===== config.mk =====
export PLATFORM = sky130hd
export DESIGN_NAME = multicycle_core
export DESIGN_NICKNAME = d
export VERILOG_FILES = /design/src/rtl/multicycle_core.sv
export SDC_FILE = /design/constraint.sdc
export NUM_CORES = 2
export LEC_CHECK = 0
export CORE_MARGIN = 2
export CORE_UTILIZATION = 30
export CTS_CLUSTER_SIZE = 40
export DETAILED_ROUTE_END_ITERATION = 8
export PLACE_DENSITY = 0.55
export RECOVER_POWER = 25
export SLEW_MARGIN = 20
export SYNTH_ARGS = -nofsm -noshare
export SYNTH_HDL_FRONTEND = slang
export SYNTH_SLANG_ARGS = --single-unit

===== constraint.sdc =====
create_clock -name clk -period 7.2 [get_ports clk]
set_clock_uncertainty 0.1 [all_clocks]
set_input_delay 0.72 -clock clk [delete_from_list [all_inputs] [get_ports clk]]
set_output_delay 0.72 -clock clk [all_outputs]
set_load 0.05 [all_outputs]

===== src/rtl/multicycle_core.sv =====
// rtl/multicycle_core.sv - multi-cycle RV32 integer core: FETCH/EXEC/WB FSM with ebreak and illegal-instruction halt
// Optional: define MULTICYCLE_RV32E_EN for a 16-entry register file that traps on register indices >= 16.
module multicycle_core #(
   parameter int              XLEN     = 32,
   parameter logic [XLEN-1:0] RESET_PC = XLEN'(32'h8000_0000)
) (
   input  logic            clk,
   input  logic            rst,
   output logic            imem_req,
   output logic [XLEN-1:0] imem_addr,
   input  logic            imem_ready,
   input  logic [31:0]     imem_rdata,
   output logic [XLEN-1:0] pc,
   output logic            retire,
   output logic            halt,
   output logic            illegal,
   output logic [XLEN-1:0] halt_ret
);

`ifdef MULTICYCLE_RV32E_EN
   localparam int NREG = 16;
`else
   localparam int NREG = 32;
`endif
   localparam int RW = $clog2(NREG);

   localparam logic [6:0] OPC_OP_IMM = 7'b0010011;
   localparam logic [6:0] OPC_OP     = 7'b0110011;
   localparam logic [6:0] OPC_LUI    = 7'b0110111;
   localparam logic [6:0] OPC_AUIPC  = 7'b0010111;
   localparam logic [6:0] OPC_JAL    = 7'b1101111;
   localparam logic [6:0] OPC_JALR   = 7'b1100111;
   localparam logic [31:0] INST_EBREAK = 32'h0010_0073;

   typedef enum logic [1:0] {
      FETCH = 2'd0,
      EXEC  = 2'd1,
      WB    = 2'd2,
      HALT  = 2'd3
   } state_t;

   state_t state;
   state_t state_nx;

   logic [31:0]     ir;
   logic [XLEN-1:0] regs [NREG];
   logic [XLEN-1:0] res_q;
   logic [XLEN-1:0] npc_q;
   logic            wr_q;
   logic [RW-1:0]   rd_q;
   logic            ill_q;

   logic [6:0] opcode;
   logic [4:0] rd;
   logic [4:0] rs1;
   logic [4:0] rs2;
   logic [2:0] funct3;
   logic [6:0] funct7;

   assign opcode = ir[6:0];
   assign rd     = ir[11:7];
   assign funct3 = ir[14:12];
   assign rs1    = ir[19:15];
   assign rs2    = ir[24:20];
   assign funct7 = ir[31:25];

   logic [XLEN-1:0] rs1_val;
   logic [XLEN-1:0] rs2_val;
   logic [XLEN-1:0] imm_i;
   logic [XLEN-1:0] imm_u;
   logic [XLEN-1:0] imm_j;
   logic [XLEN-1:0] pc_plus4;

   // Index 0 is reset and never written, so it always reads zero.
   assign rs1_val  = regs[rs1[RW-1:0]];
   assign rs2_val  = regs[rs2[RW-1:0]];
   assign imm_i    = XLEN'(signed'(ir[31:20]));
   assign imm_u    = XLEN'(signed'({ir[31:12], 12'b0}));
   assign imm_j    = XLEN'(signed'({ir[31], ir[19:12], ir[20], ir[30:21], 1'b0}));
   assign pc_plus4 = pc + XLEN'(4);

   logic            dec_ok;
   logic            dec_wr;
   logic            dec_ebreak;
   logic            use_rs1;
   logic            use_rs2;
   logic [XLEN-1:0] dec_res;
   logic [XLEN-1:0] dec_npc;
   logic [XLEN-1:0] jalr_sum;

   assign jalr_sum = rs1_val + imm_i;

   always_comb begin
      dec_ok     = 1'b0;
      dec_wr     = 1'b0;
      dec_ebreak = 1'b0;
      use_rs1    = 1'b0;
      use_rs2    = 1'b0;
      dec_res    = '0;
      dec_npc    = pc_plus4;
      case (opcode)
         OPC_OP_IMM: begin
            if (funct3 == 3'b000) begin
               dec_ok  = 1'b1;
               dec_wr  = 1'b1;
               use_rs1 = 1'b1;
               dec_res = rs1_val + imm_i;
            end
         end
         OPC_OP: begin
            if (funct3 == 3'b000 && funct7 == 7'b0000000) begin
               dec_ok  = 1'b1;
               dec_wr  = 1'b1;
               use_rs1 = 1'b1;
               use_rs2 = 1'b1;
               dec_res = rs1_val + rs2_val;
            end
         end
         OPC_LUI: begin
            dec_ok  = 1'b1;
            dec_wr  = 1'b1;
            dec_res = imm_u;
         end
         OPC_AUIPC: begin
            dec_ok  = 1'b1;
            dec_wr  = 1'b1;
            dec_res = pc + imm_u;
         end
         OPC_JAL: begin
            dec_ok  = 1'b1;
            dec_wr  = 1'b1;
            dec_res = pc_plus4;
            dec_npc = pc + imm_j;
         end
         OPC_JALR: begin
            if (funct3 == 3'b000) begin
               dec_ok  = 1'b1;
               dec_wr  = 1'b1;
               use_rs1 = 1'b1;
               dec_res = pc_plus4;
               dec_npc = jalr_sum & ~XLEN'(1);
            end
         end
         default: begin
            dec_ebreak = (ir == INST_EBREAK);
         end
      endcase
`ifdef MULTICYCLE_RV32E_EN
      // Upper register indices do not exist in the reduced file; trap instead of aliasing.
      if ((dec_wr && rd[4]) || (use_rs1 && rs1[4]) || (use_rs2 && rs2[4])) begin
         dec_ok = 1'b0;
         dec_wr = 1'b0;
      end
`endif
   end

   always_ff @(posedge clk) begin
      if (rst) begin
         state <= FETCH;
      end else begin
         state <= state_nx;
      end
   end

   always_comb begin
      state_nx = state;
      imem_req = 1'b0;
      retire   = 1'b0;
      case (state)
         FETCH: begin
            imem_req = 1'b1;
            if (imem_ready) begin
               state_nx = EXEC;
            end
         end
         EXEC: begin
            state_nx = dec_ok ? WB : HALT;
         end
         WB: begin
            retire   = 1'b1;
            state_nx = FETCH;
         end
         HALT: begin
            state_nx = HALT;
         end
         default: begin
            state_nx = FETCH;
         end
      endcase
   end

   always_ff @(posedge clk) begin
      if (rst) begin
         pc    <= RESET_PC;
         ir    <= '0;
         res_q <= '0;
         npc_q <= '0;
         wr_q  <= 1'b0;
         rd_q  <= '0;
         ill_q <= 1'b0;
         for (int i = 0; i < NREG; i++) begin
            regs[i] <= '0;
         end
      end else begin
         case (state)
            FETCH: begin
               if (imem_ready) begin
                  ir <= imem_rdata;
               end
            end
            EXEC: begin
               res_q <= dec_res;
               npc_q <= dec_npc;
               wr_q  <= dec_wr;
               rd_q  <= rd[RW-1:0];
               if (!dec_ok && !dec_ebreak) begin
                  ill_q <= 1'b1;
               end
            end
            WB: begin
               pc <= npc_q;
               if (wr_q && rd_q != '0) begin
                  regs[rd_q] <= res_q;
               end
            end
            default: begin
            end
         endcase
      end
   end

   assign imem_addr = pc;
   assign halt      = (state == HALT);
   assign illegal   = ill_q;
   assign halt_ret  = regs[RW'(10)];

endmodule

==> impl_results.md <==
- Minimum clock period: 6.263 ns
- Unique cell type count in the Yosys netlist: 88
- P_leak: 25.65 nW
- Drt total wl: 248.7 mm
- Cells after DPL: 7693
- Global-route wire length before repair: 349.4 mm
- Psw: 0.004906 W
- Main synth FF type: edfxtp_1
- CTS buffer count: 132
- Slew headroom: -154.7%
- Critical Path RT: 7.51 ns
- Fin util: 34.13%
- Area of the multi-input gates: 31320 sq um
- Final Hold Viols: 0
- Hpwl dp: 144.7 mm
- Final max-slew violation count: 564
- CTS Buffer Depth: 3
- Filler instances: 21340
- Post-synthesis compound-gate area fraction: 5.932%
- WL per Instance: 31.31 um
- Largest net degree at the start of global routing: 84
- Layout cells sized above 1: 22.44%
- Post-Synth Adder-Cell Area: 2.070%
- Reg2Reg Depth: 6
- Drt via density: 5.693
- Maximum VDD drop: 0.2233 mV
- H-tree level count: 4
- Via count: 45230
- Sink Count: 1171
- CTS tree: done
- Yosys reg bits: 1171
- Clock network power share: 38.9%
- Std-Cell Rows: 173
- Setup CP Type: input pin to flip-flop
- Class of the worst hold path: flip-flop to flip-flop
- Cells after Synth: 4897
- Crit path to: regs[4][22]$_SDFFCE_PN0P_
- Combinational share of power: 16.3%
- Failing checks: max-capacitance violations, max-slew violations
- Post-Syn Area: 66720 sq um
- Die height: 475.6 um
- Worst-Margin Slew: 3.821 ns
- Post-route ant nets: 0
- Die area: 226200 sq um
- Most frequent cells in the layout: 1024 x edfxtp_1, 867 x and2_1, 639 x mux4_2, 287 x nand2_1, 213 x a21oi_1
- Crit path launch type: input pin
- CP endpoint kind: flip-flop
- Width of the die: 475.6 um
- Nets: 4995
- All-layer global routing usage: 21.80%
- Critical path arrival: 6.58 ns
- Fmax: 159.7 MHz
- Clock-pin slew on the worst setup and hold paths: 0.06 ns
- TritonRoute pass-1 iters: 8
- Synth Area per Inst: 13.62 sq um
- Root Buffer: clkbuf_16
- Setup Buffers After CTS: 0
- Register area: 33740 sq um
- Vias in the first global route: 44540
- Crit share post-route: 86.98%
- Max Cap Viol: 19
- Cts hold-fix bufs: 0
- Simple-Gate Fraction of Synth Area: 14.07%
- Int Pwr: 0.01262 W
- Post-synthesis mux area share: 22.80%
- Ys async rst share: 0%
- Sequential power share: 44.8%
- Total gr overflow: 0
- Post-route DRC: 0
- Post-Layout Cell Count: 7945
- Critical R2R Launch: state[0]$_SDFFE_PP0P_
- R2r setup slk: 0.95 ns
- Critical Path Fanout Max: 44
- Largest family of logic cells by synthesized area: multiplexers
- Top Ports: 135
- Final Setup Violations: 0
- Number of I/O port buffers: 134
- Post-synth EDFFs: 1024
- Core area: 221700 sq um
- Setup TNS: 0 ns
- Pwr Density: 231.7 nW/um^2
- Sw Share: 27.99%
- XOR/XNOR share of the synthesized area: 1.523%
- Worst skew pair latency: 0.81 ns
- Post-CTS resize count: 0
- Yosys warns: 0
- R2R Path End: regs[12][22]$_SDFFCE_PN0P_
- Seq/Total Area, Yosys: 50.50%
- RePlAce Congestion: 0.9027
- Worst setup path startpoint: rst
- Initial DRC count: 6432
- Worst hold slack: 0.3452 ns
- Status: finished, violations left
- Initial Utilization: 30.10%
- RSZ-0062 raised after global routing: false
- Commonest non-fill, non-tap cell in the layout: edfxtp_1
- Synth-to-Final Area Change: 13.38%
- Antenna violations before repair: 28
==> power groups by stage <==
stage | sequential (W) | clock [W] | combinational, W
2_1_floorplan | 0.00787 | 0 | 0.00191
3_3_place_gp | 0.00798 | 0 | 0.00283
3_5_place_dp | 0.00799 | 0 | 0.00283
4_1_cts | 0.00785 | 0.00688 | 0.00285
5_1_grt | 0.00788 | 0.00711 | 0.00303
6_report | 0.00785 | 0.00681 | 0.00286
==> layout make-up <==
type / instances / share of cell area [%]
Antenna cell: 11 / 0.03639
Clock buffer: 175 / 4.817
Clock inverter: 66 / 0.7890
Inverter: 36 / 0.1786
Multi-Input combinational cell: 3254 / 41.41
Sequential cell: 1171 / 44.61
Tap cell: 2975 / 4.921
Timing Repair Buffer: 257 / 3.242
==> cells by family after synthesis <==
family	count (synthesis)
AOI/OAI and AO/OA	600
xor gates and xnor gates	116
adders and majority gates	108
buffers and inverters	503
DFF	1171
muxes	713
other	1
and+or+nand+nor	1685
==> routing by layer <==
layer / vias up / GRT usage (%) / wire length, um
met4: 0 / 8.406 / 10170
met2: 2604 / 34.37 / 114500
li1: 18610 / - / -
met3: 439 / 3.591 / 23220
met1: 23580 / 30.02 / 100800
met5: - / 0 / 0
==> critical path, cell delays in order <==
cell and delay [ns]:
clkbuf_1 1.37, clkbuf_1 1.80, or2_0 1.82, buf_4 0.75
==> cell usage after synthesis (all sizes together) (70+ instances only) <==
cell type | n | area share, %
a21oi | 213 | 1.6
and2 | 1000 | 9.4
buf | 116 | 0.92
clkbuf | 351 | 2.0
dfxtp | 147 | 4.4
edfxtp | 1024 | 46
ha | 104 | 2.0
mux4 | 639 | 22
nand2 | 287 | 1.6
nor2 | 155 | 0.87
o21ai | 102 | 0.77
xnor2 | 70 | 0.92
==> stage by stage <==
stage               area (sq um)  setup slack (ns)  power [W]
floorplan                  66840             1.808   0.009779
global placement           71510             1.187    0.01081
detailed placement         71510             1.104    0.01082
CTS                        75750             1.061    0.01758
global route               75630            0.7156    0.01801
finish                     75640            0.9375    0.01753
==> worst min path at each step <==
stage,startpoint,endpoint,slack (ns),cells past startpoint
floorplan,npc_q[21]$_SDFFE_PP0P_,imem_addr[21]$_SDFFE_PP0P_,0.33,2
global placement,npc_q[11]$_SDFFE_PP0P_,imem_addr[11]$_SDFFE_PP0P_,0.34,2
detailed placement,npc_q[16]$_SDFFE_PP0P_,imem_addr[16]$_SDFFE_PP0P_,0.34,2
CTS,rst,illegal$_SDFFE_PP0P_,0.13,2
global route,npc_q[16]$_SDFFE_PP0P_,imem_addr[16]$_SDFFE_PP0P_,0.36,2
finish,npc_q[4]$_SDFFE_PP0P_,imem_addr[4]$_SDFFE_PP0P_,0.35,2
==> registers in the layout, indices dropped and copies added (netlist names), named ones only <==
signal	flops
res_q	32
wr_q	1
imem_addr	32
state	2
regs	1024
illegal	1
rd_q	5
npc_q	32
ir	32
Note: power is estimated with default switching activity, not from simulation.
